[src/rtl/reg_file_mp.sv]
`default_nettype none
// reg_file_mp: register file with two byte-masked write ports, two combinational read ports,
// optional write-to-read bypass, optional hardwired-zero r0 and a per-register pending scoreboard.
// Revision: 1.0
module reg_file_mp #(
    parameter int DATA_W  = 32,
    parameter int ADDR_W  = 5,
    parameter int ZERO_R0 = 1,
    parameter int BYPASS  = 1
) (
    input  logic                Clk,
    input  logic                Reset,
    input  logic [ADDR_W-1:0]   R_Addr_A,
    input  logic [ADDR_W-1:0]   R_Addr_B,
    output logic [DATA_W-1:0]   R_Data_A,
    output logic [DATA_W-1:0]   R_Data_B,
    input  logic                W0_En,
    input  logic [ADDR_W-1:0]   W0_Addr,
    input  logic [DATA_W-1:0]   W0_Data,
    input  logic [DATA_W/8-1:0] W0_BE,
    input  logic                W1_En,
    input  logic [ADDR_W-1:0]   W1_Addr,
    input  logic [DATA_W-1:0]   W1_Data,
    input  logic [DATA_W/8-1:0] W1_BE,
    input  logic                Busy_Set,
    input  logic [ADDR_W-1:0]   Busy_Addr,
    output logic                Busy_A,
    output logic                Busy_B
);
    localparam int DEPTH = 2**ADDR_W;
    localparam int NB    = DATA_W/8;

    logic [DEPTH-1:0][DATA_W-1:0] regs_q, regs_d;
    logic [DEPTH-1:0]             pend_q, pend_d;

    // W1 bytes are applied after W0 bytes so W1 wins where both ports enable a byte.
    function automatic logic [DATA_W-1:0] merge(input logic [ADDR_W-1:0] a,
                                                input logic [DATA_W-1:0] old);
        logic [DATA_W-1:0] v;
        v = old;
        for (int b = 0; b < NB; b++) begin
            if (W0_En && (W0_Addr == a) && W0_BE[b]) v[8*b +: 8] = W0_Data[8*b +: 8];
        end
        for (int b = 0; b < NB; b++) begin
            if (W1_En && (W1_Addr == a) && W1_BE[b]) v[8*b +: 8] = W1_Data[8*b +: 8];
        end
        return v;
    endfunction

    function automatic logic is_r0(input logic [ADDR_W-1:0] a);
        return (ZERO_R0 != 0) && (a == '0);
    endfunction

    always_comb begin
        regs_d = regs_q;
        pend_d = pend_q;
        for (int i = 0; i < DEPTH; i++) begin
            regs_d[i] = is_r0(ADDR_W'(i)) ? '0 : merge(ADDR_W'(i), regs_q[i]);
            if ((W0_En && (W0_Addr == ADDR_W'(i))) || (W1_En && (W1_Addr == ADDR_W'(i))))
                pend_d[i] = 1'b0;
            // Set is evaluated last so a same-cycle set beats the write-clear.
            if (Busy_Set && (Busy_Addr == ADDR_W'(i)))
                pend_d[i] = 1'b1;
            if (is_r0(ADDR_W'(i)))
                pend_d[i] = 1'b0;
        end
    end

    always_ff @(posedge Clk or posedge Reset) begin
        if (Reset) begin
            regs_q <= '0;
            pend_q <= '0;
        end else begin
            regs_q <= regs_d;
            pend_q <= pend_d;
        end
    end

    // regs_d already carries the merged post-edge value, so it doubles as the bypass source.
    always_comb begin
        R_Data_A = '0;
        R_Data_B = '0;
        Busy_A   = 1'b0;
        Busy_B   = 1'b0;
        if (!Reset) begin
            R_Data_A = (BYPASS != 0) ? regs_d[R_Addr_A] : regs_q[R_Addr_A];
            R_Data_B = (BYPASS != 0) ? regs_d[R_Addr_B] : regs_q[R_Addr_B];
            Busy_A   = pend_q[R_Addr_A];
            Busy_B   = pend_q[R_Addr_B];
        end
    end

endmodule
`default_nettype wire

[config.mk]
export PLATFORM = sky130hd
export DESIGN_NAME = reg_file_mp
export DESIGN_NICKNAME = d
export VERILOG_FILES = /design/src/rtl/reg_file_mp.sv
export SDC_FILE = /design/constraint.sdc
export NUM_CORES = 2
export LEC_CHECK = 0
export ABC_AREA = 1
export CORE_AREA = 2 2 416 418
export DETAILED_ROUTE_END_ITERATION = 10
export DIE_AREA = 0 0 418 420
export HOLD_SLACK_MARGIN = 0.08
export MAX_ROUTING_LAYER = met4
export PLACE_DENSITY = 0.62
export SYNTH_ARGS = -nofsm -noshare
export SYNTH_HDL_FRONTEND = slang
export SYNTH_SLANG_ARGS = --single-unit
export TNS_END_PERCENT = 50
[constraint.sdc]
create_clock -name Clk -period 30.5 [get_ports Clk]
set_input_delay 6.1 -clock Clk [delete_from_list [all_inputs] [get_ports Clk]]
set_output_delay 6.1 -clock Clk [all_outputs]
set_load 0.05 [all_outputs]
Word-level counts from Yosys, hierarchy flattened
Cells that the tools add are included.
- order comparisons: 2
- equality and inequality tests: 93
- muxes and demuxes: 322
- reduce and logical (&&, ||, !) cells: 403
- operators with widths (operator ; count):
    2-to-1 mux 8 bit ; 248
    logical AND 1 bit ; 341
    binary-select mux 32 bit (select 5 bit) ; 2
    equality test 5 bit, second input constant ; 48
    2-to-1 mux 32 bit ; 4
    equality test 5 x 4 -> 1 bit, second input constant ; 24
    2-to-1 mux 1 bit ; 66
    nonzero test 2 bit ; 31
    equality test 5 x 3 -> 1 bit, second input constant ; 12
    logical OR 1 bit ; 31
    equality test 5 x 2 -> 1 bit, second input constant ; 6
    equality test 5 x 1 -> 1 bit, second input constant ; 3
    < comparator 5 x 6 -> 1 bit, second input constant ; 2
    binary-select mux 1 bit (select 5 bit) ; 2
- register bits: 1023
- output and inout bits: 66
- logic and storage cells: 882

Depth between registers and ports, before layout
- word-level depth: 8
- mapped depth: 18
- mapped depth without buffers: 17

Least setup slack after synthesis
Ideal clock, no wire load.
- kind: input -> output
- start: input port Reset
- end: output port R_Data_A[21]
- arrival time: 20.242 ns
- setup slack: 4.158 ns
- stages: 5
- path through: clkbuf_1 > clkinv_1 > buf_2 > nand2_1 > nor2_1
- word-level cells in the longest chain between the ends: 1
- RTL lines (what ; RTL line ; RTL):
    from (decl) ; 12 ; input logic Reset,
    2-to-1 mux 32 bit ; 85 ; if (!Reset) begin
    to (decl) ; 15 ; output logic [DATA_W-1:0] R_Data_A,
No other way between the ends.

Final worst setup path
- start: input port W0_Addr[4]
- end: output port R_Data_A[27]
- word-level cells in the longest chain between the ends: 8
- RTL lines (what ; RTL line ; RTL):
    from (decl) ; 18 ; input logic [ADDR_W-1:0] W0_Addr,
    equality test 5 x 1 -> 1 bit (tied with other cells) ; 42 ; if (W0_En && (W0_Addr == a) && W0_BE[b]) v[8*b +: 8] = W0_Data[8*b +: 8];
    logical AND 1 bit (2 in a row) ; 42 ;
    2-to-1 mux 8 bit ; 42 ;
    2-to-1 mux 8 bit ; 45 ; if (W1_En && (W1_Addr == a) && W1_BE[b]) v[8*b +: 8] = W1_Data[8*b +: 8];
    binary-select mux 32 bit (select 5 bit) (*) ; 86 ; R_Data_A = (BYPASS != 0) ? regs_d[R_Addr_A] : regs_q[R_Addr_A];
    2-to-1 mux 32 bit (not written as such) (*) ; 86 ;
    2-to-1 mux 32 bit (*) ; 85 ;
Every way passes the cells marked *; elsewhere a longest branch is shown, timed or not. The select of a mux whose other input is x is not followed.

==> flow_summary.yaml <==
timing:
  max_clock_freq_ghz: 0.0542
  setup_total_negative_slack_ps: 0
  fin_crit_ps: 18460
  total_of_endpoints_with_negative_setup_slack_in_the_final_report: 0
  timing.clock.skew_ps: 0
  unrepaired_setup_endpoints_after_global_routing: "no"
  finalCritPeriodShare: 0.605
  slew_headroom: 0.0444
  slew_violations: 0
  post-route-worst-setup-slack_ps: 12040
  timing_worst_slew_pin_value_ps: 1430
  finalHoldViolCount: 0
detailed_routing:
  detailed_route_wire_length_um: 437000
  drc: 0
  postRouteAntennaNets: 0
  route.vias.total: 95113
  via_per_inst: 6.37
  wl_per_cell_um: 29.3
  drt_iter0_drc: 17020
  drtPass1Iterations: 9
clock_network:
  cts-root-to-sink-buffers: 3
  number_of_h_tree_branching_levels: 4
  postCtsHoldBufs: 0
  post_cts_resize_count: 0
  postCtsSetupRepairBufs: 0
  cts_tree: "built"
  worst_skew_pair.late_latency_ps: 830
  worst_path_clk_slew_ps: 60
  cts_root_buffer: "clkbuf_16"
  clock_sink_count: 1023
  cts-buffers-inserted: 137
cells_and_area:
  stdcell_area_mm2: 0.0846
  nFillCells: 17828
  synthToLayoutAreaGrowth_pct: 10.5
  fin_nets: 12641
  register_area_mm2: 0.0256
  layout_cells_sized_above_1: 0.0515
  area_of_the_multi_input_gates_mm2: 0.0447
  layout.cells.non_filler: 14927
critical_path:
  timing_worst_setup_path_type: "in2out"
  r2r_end: "regs_q[415]"
  worst-endpoint-required_ps: 24400
  endpoint_kind: "output pin"
  worst_path_max_delay_cell: "clkdlybuf4s50_1"
  cp_data_arrival_time_ps: 12360
  worst_r2r_path_depth: 4
  crit_top_cell: "nand3_1"
  crit_path_max_fanout: 47
  critical_path.max_stage_delay_ps: 930
  cp_cell_sequence: "clkdlybuf4s50_1 -> nand2_2 -> inv_4 -> buf_4 -> nand2_1 -> nor2_1 -> nand2_1 -> nand3_1 -> nand3_1 -> nand3_1 -> nand2_1 -> nand3_1 -> a21oi_1 -> nor2_1 -> clkdlybuf4s50_1"
  crit-reg2reg-launch: "regs_q[415]"
  startpoint: "W0_Addr[4]"
  worst-path-buf-inv: 4
  start_kind: "input pin"
  reg2reg_slack_ps: 29410
  critPathTopFamily: "simple AND/OR/NAND/NOR gates"
logic_synthesis:
  postSynthCellCount: 12762
  synthDominantAreaCellType: "dfrtp_1"
  synth_top_family_by_area: "simple AND/OR/NAND/NOR gates"
  yosys_warning_total: 0
  synthesis.area_per_instance_um2: 6.00
  synth_compound_gate_area_share: 0.0222
  syn-cell-area_mm2: 0.0766
  postSynth.asyncResetShare: 1.00
  synth_edf_count: 0
  synthSimpleGateAreaFrac: 0.559
  synthDominantCellAreaShare: 0.334
  synth-xor-area-share: 0
  synthMuxAreaShare: 0
  yosys_register_bits: 1023
  synthFlopType: "dfrtp_1"
  mappedNetlistNets: 12864
  synth.distinct_cells: 35
  synth_top_area_cells: "dfrtp_1 33%, nand3_1 24%, nand2_1 22%"
  seq_area_frac_synth: 0.334
  adder_cell_fraction_of_synth_area: 0
flow_run:
  max-cap-violations: 0
global_routing:
  use_met1: 0.623
  global_route.usage.total: 0.498
  grt_max_degree: 166
  global_route.usage.met2: 0.652
  grt_remaining_overflow: 0
  number_of_antenna_violations_at_the_first_check_in_global_routing: 43
  grt_most_used_layer: "met2"
  grt_util_met3: 0.191
  first_pass_grt_wire_length_um: 618000
  first_global_vias: 85846
placement:
  post-place-cells: 14633
  gp_congestion: 1.03
  detailed_place_hpwl_um: 276000
  placed_area_mm2: 0.0801
  placement.io_buffers: 167
  setup_slack_at_placement_ps: 12500
power_and_ir_drop:
  vdd_ir_drop_max_uv: 59.2
  totalPowerFinal_w: 0.00519
  p_leak_nw: 43.0
  powerDensity_mw_per_mm2: 61.3
floorplanning:
  vertical_die_dimension_um: 420
  rows: 152
  start_util: 0.448
  io-pin-count: 168
  die_width_um: 418
  core_area_mm2: 0.171
  die_area_mm2: 0.176
hold_path:
  min-delay-start: "pend_q[26]"
  hold-path-endpoint: "pend_q[26]"
  path_class_of_the_lowest_slack_min_delay_path: "reg2reg"
  hold_path_depth: 1
run_status:
  result_of_the_run: "complete, no violations"
-- sequential cells by signal (all words and copies together), names as in the netlist --
register and count:
regs_q 992, pend_q 31
-- where the power goes --
part	total [W]	leakage [nW]	switching, W	internal, W
Combinational	0.00171	28.7	0.00119	0.000522
Sequential	0.00180	12.2	0.0000987	0.00171
Clock	0.00167	2.19	0.000713	0.000960
-- stage by stage --
stage                util  hold slack [ps]
floorplan               -              505
detailed placement  0.468              534
CTS                 0.494              545
global route        0.495              568
finish              0.495              545
global placement    0.468              522
-- how the worst max path moves through the flow --
stage	endpoint	slack, ps	cells after the start
2_1_floorplan	R_Data_A[21]	4160	5
3_3_place_gp	R_Data_A[10]	12540	18
3_5_place_dp	R_Data_B[27]	12500	15
4_1_cts	R_Data_B[27]	12490	15
5_1_grt	R_Data_B[30]	12080	17
6_report	R_Data_A[27]	12040	15
-- area by class of cell --
cell class	instances	area share
antenna	60	0.00177
clock buffer	205	0.0491
clock inverter	29	0.00305
inverter	936	0.0421
multi-input combinational	10057	0.528
sequential	1023	0.303
tap	2233	0.0330
timing repair buffer	384	0.0405
-- Yosys cell counts, types with 2 or more instances --
cell / instances
nand2_1: 4560
nor2_2: 59
clkinv_1: 37
a31oi_1: 2
clkbuf_1: 488
o31ai_1: 19
and2_1: 382
nand3_1: 3625
dfrtp_1: 1023
nor2_1: 943
o21ai_0: 41
o211ai_1: 17
nand4_1: 136
nand3_2: 20
buf_1: 174
buf_2: 70
a32o_1: 5
buf_4: 12
o21bai_1: 5
nor2_4: 10
nand2_2: 11
o21ai_1: 11
a21oi_1: 192
o2111ai_1: 4
or2_1: 2
o221ai_1: 8
inv_2: 78
inv_1: 821
-- layer usage --
metal  vias up  routed length [µm]
li1      40999                   -
met1     44348              162000
met2      7878              170000
met3      1888               68600
met4         0               36500
met5         -                   0
-- kinds of logic after synthesis --
| group | Yosys count |
|---|---|
| AND/OR/NAND/NOR | 9752 |
| buffers and inverters | 1682 |
| flip-flops | 1023 |
| AO/OA/AOI/OAI | 305 |
-- cells in the final DEF, fill, tap and decap left out, types with 2 or more instances in the layout --
cell	instances
inv_6	14
nor2_1	919
buf_8	4
nand2_1	4559
bufinv_16	3
o21bai_1	5
and2_1	382
nand3_2	20
or2_1	2
nor2_2	69
inv_1	815
o21ai_0	41
nand2_4	2
clkbuf_16	143
clkbuf_1	28
inv_8	3
nand4_1	136
clkinv_1	33
nand3_1	3625
inv_2	76
o2111ai_1	4
clkinv_2	19
a21oi_1	192
nor2_4	24
inv_4	2
dfrtp_1	1023
buf_12	9
buf_4	211
o211ai_1	17
o31ai_1	19
o221ai_1	8
clkdlybuf4s50_1	154
nand2_2	11
buf_6	5
a31oi_1	2
clkbuf_8	34
a32o_1	5
o21ai_1	11
diode_2	60
-- worst register-to-register path: cells and delay by family (launching register included) --
| family | cells | cell delay (ps) |
|---|---|---|
| compound gates | 1 | 350 |
| buf+inv | 1 | 90 |
| flops | 1 | 360 |
| simple gates | 2 | 140 |
Power figures use the tool's default switching activity.
